**config.mk**
```make
export PLATFORM = sky130hd
export DESIGN_NAME = xor_nn_seq_ctrl
export DESIGN_NICKNAME = d
export VERILOG_FILES = /design/src/rtl/xor_nn_seq_ctrl.sv
export SDC_FILE = /design/constraint.sdc
export NUM_CORES = 2
export LEC_CHECK = 0
export ABC_AREA = 1
export BUFFER_PORTS_ARGS = -buffer_cell sky130_fd_sc_hd__buf_2
export CORE_MARGIN = 1.5
export CORE_UTILIZATION = 50
export DETAILED_ROUTE_END_ITERATION = 10
export GPL_TIMING_DRIVEN = 0
export HOLD_SLACK_MARGIN = 0.03
export PLACE_DENSITY = 0.66
export SLEW_MARGIN = 30
export SYNTH_ARGS = -nofsm -noshare
export SYNTH_HDL_FRONTEND = slang
export SYNTH_SLANG_ARGS = --single-unit
export TNS_END_PERCENT = 50
```
**constraint.sdc**
```tcl
create_clock -name clk -period 16.3 [get_ports clk]
set_input_delay 0.815 -clock clk [delete_from_list [all_inputs] [get_ports clk]]
set_output_delay 0.815 -clock clk [all_outputs]
set_load 0.05 [all_outputs]
```
**src/rtl/xor_nn_seq_ctrl.sv**
```systemverilog
// Sequencer for the 2-2-1 XOR inference network: one shared signed fixed-point multiplier
// stepped through six multiply-accumulate cycles, with valid/ready in and out.
module xor_nn_seq_ctrl #(
  parameter int unsigned W    = 32,
  parameter int unsigned FRAC = 16
) (
  input  logic         clk,
  input  logic         rst,
  input  logic         in_valid,
  output logic         in_ready,
  input  logic [W-1:0] x0,
  input  logic [W-1:0] x1,
  output logic         out_valid,
  input  logic         out_ready,
  output logic [W-1:0] pred,
  output logic         busy,
  input  logic         cfg_we,
  input  logic [3:0]   cfg_addr,
  input  logic [W-1:0] cfg_data
);

  localparam int unsigned NumPrm = 9;
  localparam int unsigned IdxW00 = 0;
  localparam int unsigned IdxW01 = 1;
  localparam int unsigned IdxBh0 = 2;
  localparam int unsigned IdxW10 = 3;
  localparam int unsigned IdxW11 = 4;
  localparam int unsigned IdxBh1 = 5;
  localparam int unsigned IdxWo0 = 6;
  localparam int unsigned IdxWo1 = 7;
  localparam int unsigned IdxBo  = 8;

  typedef enum logic [1:0] {StIdle, StMac, StDone} state_e;

  state_e       state_q, state_d;
  logic [2:0]   step_q, step_d;
  logic [W-1:0] x0_q, x0_d, x1_q, x1_d;
  logic [W-1:0] h0_q, h0_d, h1_q, h1_d;
  logic [W-1:0] acc_q, acc_d, pred_q, pred_d;
  logic         out_valid_q, out_valid_d;
  logic [W-1:0] prm_q [NumPrm];
  logic [W-1:0] prm_d [NumPrm];

  logic [W-1:0]          mul_a, mul_b, add_op;
  logic signed [2*W-1:0] mul_a_ext, mul_b_ext, prod, prod_sh;
  logic [W-1:0]          mul_res, sum, sum_relu;

  // Operand select: multiplier inputs are forced to zero outside MAC so it stays idle.
  always_comb begin
    mul_a  = '0;
    mul_b  = '0;
    add_op = '0;
    if (state_q == StMac) begin
      case (step_q)
        3'd0: begin mul_a = prm_q[IdxW00]; mul_b = x0_q; add_op = prm_q[IdxBh0]; end
        3'd1: begin mul_a = prm_q[IdxW01]; mul_b = x1_q; add_op = h0_q;          end
        3'd2: begin mul_a = prm_q[IdxW10]; mul_b = x0_q; add_op = prm_q[IdxBh1]; end
        3'd3: begin mul_a = prm_q[IdxW11]; mul_b = x1_q; add_op = h1_q;          end
        3'd4: begin mul_a = prm_q[IdxWo0]; mul_b = h0_q; add_op = prm_q[IdxBo];  end
        3'd5: begin mul_a = prm_q[IdxWo1]; mul_b = h1_q; add_op = acc_q;         end
        default: begin mul_a = '0; mul_b = '0; add_op = '0; end
      endcase
    end
  end

  assign mul_a_ext = {{W{mul_a[W-1]}}, mul_a};
  assign mul_b_ext = {{W{mul_b[W-1]}}, mul_b};
  assign prod      = mul_a_ext * mul_b_ext;
  // Arithmetic shift floors toward minus infinity, e.g. -0.5 LSB becomes -1.
  assign prod_sh   = prod >>> FRAC;
  assign mul_res   = prod_sh[W-1:0];
  assign sum       = add_op + mul_res;
  assign sum_relu  = sum[W-1] ? '0 : sum;

  always_comb begin
    state_d     = state_q;
    step_d      = step_q;
    x0_d        = x0_q;
    x1_d        = x1_q;
    h0_d        = h0_q;
    h1_d        = h1_q;
    acc_d       = acc_q;
    pred_d      = pred_q;
    out_valid_d = out_valid_q;
    for (int i = 0; i < NumPrm; i++) begin
      prm_d[i] = prm_q[i];
    end

    unique case (state_q)
      StIdle: begin
        if (cfg_we) begin
          for (int i = 0; i < NumPrm; i++) begin
            if (cfg_addr == 4'(i)) prm_d[i] = cfg_data;
          end
        end
        if (in_valid) begin
          x0_d    = x0;
          x1_d    = x1;
          step_d  = 3'd0;
          state_d = StMac;
        end
      end
      StMac: begin
        step_d = step_q + 3'd1;
        case (step_q)
          3'd0: h0_d  = sum;
          3'd1: h0_d  = sum_relu;
          3'd2: h1_d  = sum;
          3'd3: h1_d  = sum_relu;
          3'd4: acc_d = sum;
          3'd5: begin
            pred_d      = sum;
            out_valid_d = 1'b1;
            step_d      = 3'd0;
            state_d     = StDone;
          end
          default: begin
            step_d  = 3'd0;
            state_d = StIdle;
          end
        endcase
      end
      StDone: begin
        if (out_ready) begin
          out_valid_d = 1'b0;
          state_d     = StIdle;
        end
      end
      default: state_d = StIdle;
    endcase
  end

  always_ff @(posedge clk or posedge rst) begin
    if (rst) begin
      state_q     <= StIdle;
      step_q      <= '0;
      x0_q        <= '0;
      x1_q        <= '0;
      h0_q        <= '0;
      h1_q        <= '0;
      acc_q       <= '0;
      pred_q      <= '0;
      out_valid_q <= 1'b0;
      for (int i = 0; i < NumPrm; i++) begin
        prm_q[i] <= '0;
      end
    end else begin
      state_q     <= state_d;
      step_q      <= step_d;
      x0_q        <= x0_d;
      x1_q        <= x1_d;
      h0_q        <= h0_d;
      h1_q        <= h1_d;
      acc_q       <= acc_d;
      pred_q      <= pred_d;
      out_valid_q <= out_valid_d;
      for (int i = 0; i < NumPrm; i++) begin
        prm_q[i] <= prm_d[i];
      end
    end
  end

  assign in_ready  = (state_q == StIdle);
  assign busy      = (state_q != StIdle);
  assign out_valid = out_valid_q;
  assign pred      = pred_q;

endmodule

```
==> Word-level counts from Yosys, hierarchy flattened <==
Cells that the tools add are included.
{ "word_totals": {"ff_bits": 486, "inputBits": 105, "out_inout_bits": 35, "elab_cells": 87} }
{ "classes": {"add_sub_neg": 2, "n_mul": 1, "eq_ne": 19, "muxes": 19, "n_reduce_logical": 28} }
{ "op_table": {"columns": ["operator", "count"], "rows": [
  ["one-hot mux 32 bit (6 select lines)", 2],
  ["one-hot mux 32 bit (2 select lines)", 2],
  ["one-hot mux 32 bit (4 select lines)", 1],
  ["2-to-1 mux 32 bit", 3],
  ["multiplier 32 x 32 -> 48 bit", 1],
  ["AND reduction 3 bit", 11],
  ["adder 32 bit", 1],
  ["2-to-1 mux 31 bit", 1],
  ["equality test 4 x 3 -> 1 bit (second input constant)", 4],
  ["AND reduction 2 bit", 6],
  ["nonzero test 2 bit", 5],
  ["equality test 4 x 2 -> 1 bit (second input constant)", 2],
  ["equality test 3 x 2 -> 1 bit (second input constant)", 2],
  ["equality test 3 bit (second input constant)", 2],
  ["2-to-1 mux 3 bit", 2],
  ["inequality test 2 bit (second input constant)", 3],
  ["one-hot mux 2 bit (3 select lines)", 1],
  ["one-hot mux 3 bit (2 select lines)", 1],
  ["OR reduction 5 bit", 1],
  ["equality test 4 x 1 -> 1 bit (second input constant)", 1],
  ["equality test 4 bit (second input constant)", 1],
  ["zero test 4 bit", 1],
  ["2-to-1 mux 2 bit", 2],
  ["one-hot mux 2 bit (2 select lines)", 1],
  ["10 further kinds", 12]
]} }

==> Depth between registers and ports, before layout <==
{ "logic_depth": {"depth_word": 8, "mapped_depth": 58, "depth_no_buf": 52} }

==> Least setup slack after synthesis <==
No wires, ideal clock.
{ "synth_timing": {"kind": "register -> register", "start": "register step_q[2]", "end": "register h1_q[3]", "setup_ns": 0.117, "arrival_ns": 10.165, "t_required_ns": 16.183, "slack_ns": 6.018, "stages_incl_launch_ff": 49, "path_buffers": 6, "period_less_slack_ns": 10.282, "cell_sequence": "dfrtp_1 > buf_6 > inv_8 > buf_4 > ha_1 > buf_2 > buf_2 > buf_2 > a221oi_1 > nor2_1 > inv_1 > nor2_1 > fa_1 > fa_1 > inv_1 > fa_1 > fa_1 > inv_1 > (+13 left out) > xor2_1 > ha_1 > nand2_1 > nor4_1 > nand4_1 > nand3_1 > nand2_1 > nand2_1 > nand3_1 > nand2_1 > nand4_1 > a31oi_1 > inv_1 > nand2_4 > nand3_4 > buf_6 > nand2_1 > nand2_1"} }
{ "synth_between": {"elab_chain_cells": 8, "elab_cells_between_ends": 20, "cone_classes": "add/sub (1); mul (1); eq/ne (5); mux (8); reduce/logical (5)"} }
{ "synth_lines": {"columns": ["item", "line", "text"], "rows": [
  ["start: declaration", "36", "logic [2:0] step_q, step_d;"],
  ["start signal: assignment", "149", "step_q <= step_d;"],
  ["equality test 3 x 2 -> 1 bit (tied with other cells)", "54, 105", null],
  ["OR reduction 2 bit (no source line)", null, null],
  ["one-hot mux 32 bit (4 select lines)", "54", "case (step_q)"],
  ["2-to-1 mux 32 bit", "53", "if (state_q == StMac) begin"],
  ["multiplier 32 x 32 -> 48 bit", "68", "assign prod = mul_a_ext * mul_b_ext;"],
  ["adder 32 bit", "72", "assign sum = add_op + mul_res;"],
  ["2-to-1 mux 31 bit", "73", "assign sum_relu = sum[W-1] ? '0 : sum;"],
  ["one-hot mux 32 bit (2 select lines)", "105", "case (step_q)"],
  ["end signal: assignment", "140", "h1_q <= '0;"],
  ["end signal: assignment", "153", "h1_q <= h1_d;"],
  ["end: declaration", "38", "logic [W-1:0] h0_q, h0_d, h1_q, h1_d;"]
]} }
Several ways; a longest one is shown, not always the timed one.
A chain may end at the register's enable or synchronous reset.

==> Worst setup path after layout <==
{ "layout_timing": {"start": "register step_q[1]", "end": "register h0_q[24]"} }
{ "layout_between": {"elab_chain_cells": 8, "elab_cells_between_ends": 20, "cone_classes": "add/sub (1); mul (1); eq/ne (5); mux (8); reduce/logical (5)"} }
{ "layout_lines": {"columns": ["item", "line", "text"], "rows": [
  ["equality test 3 x 2 -> 1 bit (tied with other cells)", "54", null],
  ["OR reduction 2 bit (no source line)", null, null],
  ["one-hot mux 32 bit (4 select lines)", "54", null],
  ["2-to-1 mux 32 bit", "53", null],
  ["multiplier 32 x 32 -> 48 bit", "68", null],
  ["adder 32 bit", "72", null],
  ["2-to-1 mux 31 bit", "73", null],
  ["one-hot mux 32 bit (2 select lines)", "105", null],
  ["end signal: assignment", "139", "h0_q <= '0;"],
  ["end signal: assignment", "152", "h0_q <= h0_d;"],
  ["end: declaration", "38", null]
]} }
Several ways; a longest one is shown, not always the timed one.

==> flow_summary.json <==
{
  "synth_top_area_share_pct": 32.46,
  "synth_edf_count": 0,
  "grt-ovfl-total": 0,
  "tightest_slew_ps": 1185,
  "required_ps": 16770,
  "cts_resized": 0,
  "startpoint_type": "register",
  "via_per_inst": 5.727,
  "synth_most_common_cell": "nand2_1",
  "clockRootBuffer": "clkbuf_16",
  "vias": 45280,
  "synth-seq-cells": 486,
  "layout-drive-gt1-share_pct": 5.663,
  "area_growth_pct": 8.395,
  "met3_usage_pct": 7.658,
  "setup_violations": 0,
  "ys_async_sr_fraction_pct": 100.0,
  "grt_pass1_wl_mm": 302.1,
  "design_area_sq_um": 56090,
  "port_buffers": 139,
  "timing.rr.start": "step_q[1]",
  "grt_setup_unrepaired": "false",
  "dp_hpwl_mm": 167.8,
  "clkLatencyLatePin_ps": 590,
  "yosys_warnings": 0,
  "h-tree-depth": 2,
  "path_class": "register to register",
  "core_area_sq_um": 102200,
  "slowest_stage": "clkinv_1",
  "num_io_pins": 140,
  "fmax_ghz": 0.06802,
  "yosysSeqAreaShare_pct": 23.50,
  "ys_top_cells_by_area": "fa_1 32%, dfrtp_1 24%, nand2_1 12%",
  "hold_path_class": "input pin to asynchronous set/reset pin",
  "fin_skew_ps": 23.17,
  "finalCritPeriodShare_pct": 90.19,
  "postCtsSetupBuffers": 0,
  "slowest_delay_ps": 890,
  "syn_nets": 7444,
  "postSynthAreaPerCell_sq_um": 8.212,
  "antenna_found_initial": 6,
  "r2r-end": "h0_q[24]",
  "die_area_sq_um": 105400,
  "cap_violations": 0,
  "synth_cells": 6301,
  "wirelength_mm": 204.5,
  "yosysUniqueCellTypes": 60,
  "finalHoldViolCount": 0,
  "grt_util_met1_pct": 47.48,
  "clk_path_buf_depth": 3,
  "met2_usage_pct": 63.04,
  "ys_top_cells_by_count": "1,717 x nand2_1, 1,101 x inv_1, 839 x fa_1",
  "maxSlewViolCount": 0,
  "synth_top_cell_by_area": "fa_1",
  "cts_tree": "yes",
  "fillers": 10060,
  "cts_sinks": 486,
  "grt_pass1_vias": 46400,
  "synth_area_sq_um": 51740,
  "maxSlewHeadroom_pct": 21.01,
  "endpoint_kind": "register",
  "die_h_um": 324.7,
  "drc_errors": 0,
  "fin_setup_tns_ps": 0,
  "ys.flop_type": "dfrtp_1",
  "wl_per_cell_um": 25.87,
  "numCtsBuffers": 45,
  "rows": 117,
  "path_max_fanout": 10,
  "status": "finished clean",
  "die_w_um": 324.7,
  "start_util_pct": 50.64,
  "reg2regPathDepth": 48,
  "nets": 7643,
  "grt.total_usage_pct": 39.27,
  "grt-busiest-layer": "met2",
  "fin_crit_ps": 14700,
  "r2r_setup_slack_ps": 1600,
  "holdBufCountCts": 0,
  "grt_max_degree": 94,
  "gp_congestion": 1.072,
  "ant_nets": 0,
  "arrival_ps": 15170,
  "placed_cell_area_sq_um": 54510,
  "drt-initial-drc-count": 4589,
  "clk_pin_slew_ps": 70,
  "final_core_util_pct": 54.89,
  "drt_first_pass_iters": 6
}
[area by class of cell]
| cell class | instances | area, sq um | area share, % |
|---|---|---|---|
| Sequential cell | 486 | 12160 | 21.68 |
| Clock buffer | 70 | 1391 | 2.481 |
| Inverter | 1137 | 4288 | 7.645 |
| Timing Repair Buffer | 152 | 907.1 | 1.617 |
| Antenna cell | 4 | 10.01 | 0.01785 |
| Multi-Input combinational cell | 4414 | 34310 | 61.18 |
| Buffer | 264 | 1152 | 2.055 |
| Tap cell | 1368 | 1712 | 3.052 |
| Clock inverter | 11 | 153.9 | 0.2744 |
[flip-flops by register name (all words and copies together), names as in the netlist, 2 cells and up]
register	count
acc_q	32
h0_q	32
h1_q	32
pred	32
prm_q	288
state_q	2
step_q	3
x0_q	32
x1_q	32
[worst max path at each step]
stage,startpoint,to,slack [ps]
detailed placement,step_q[0],h1_q[29],2120
finish,step_q[1],h0_q[24],1600
global placement,rst,x0_q[7],-3720
global route,step_q[1],pred[30],1140
floorplan,rst,acc_q[0],1920
CTS,step_q[0],h1_q[26],2050
[critical path, delay by kind of cell (launching register included)]
| family | cells | cell delay [ps] |
|---|---|---|
| compound gates | 4 | 1270 |
| flops | 1 | 410 |
| xor+xnor | 1 | 200 |
| simple gates | 20 | 4110 |
| buf+inv | 12 | 3470 |
| fa+ha+maj | 11 | 5040 |
[metrics by stage]
step / instances / hold slack [ps] / setup WS [ps]
finish: 7906 / 321.7 / 1599
global route: 7905 / 379.7 / 1141
CTS: 7902 / 343.6 / 2045
detailed placement: 7821 / 458.7 / 2118
global placement: 7808 / 458.2 / -3720
floorplan: 6301 / 442.2 / 1922
[cell usage in the layout (no fill, tap or decap), types with 5 or more instances in the layout]
| cell type | count |
|---|---|
| buf_1 | 12 |
| nor3_1 | 14 |
| buf_16 | 5 |
| inv_2 | 20 |
| nand3_1 | 105 |
| a221oi_1 | 36 |
| fa_1 | 839 |
| nor2_2 | 12 |
| xnor2_1 | 23 |
| a31oi_1 | 43 |
| ha_1 | 199 |
| nand2_2 | 13 |
| clkinv_1 | 13 |
| nand3b_1 | 8 |
| o21ai_0 | 416 |
| inv_1 | 1100 |
| nand3_2 | 8 |
| xor2_1 | 46 |
| a21oi_1 | 107 |
| nand2_4 | 8 |
| clkbuf_16 | 46 |
| buf_4 | 11 |
| nand4_1 | 26 |
| clkbuf_8 | 15 |
| buf_6 | 16 |
| a22oi_1 | 13 |
| nor2_1 | 695 |
| buf_2 | 167 |
| nand2_1 | 1717 |
| dfrtp_1 | 486 |
| clkbuf_1 | 211 |
| o21a_1 | 6 |
| a221oi_2 | 7 |
| o2111ai_1 | 10 |
[layer usage]
metal	wire length (um)	vias up
met5	16	-
met4	18020	4
met3	18640	713
met2	94000	2486
met1	73830	22720
li1	-	19350
[kinds of logic after synthesis]
group           count (synthesis)  synth area share [%]
fa+ha+maj                    1038                 37.27
simple gates                 2627                 20.14
xor+xnor                       74                 1.308
buf+inv                      1401                 10.49
compound gates                675                 7.288
flops                         486                 23.50
Power is not shown: default switching activity piles up to over one toggle a cycle in this logic, so the estimate is an artifact.
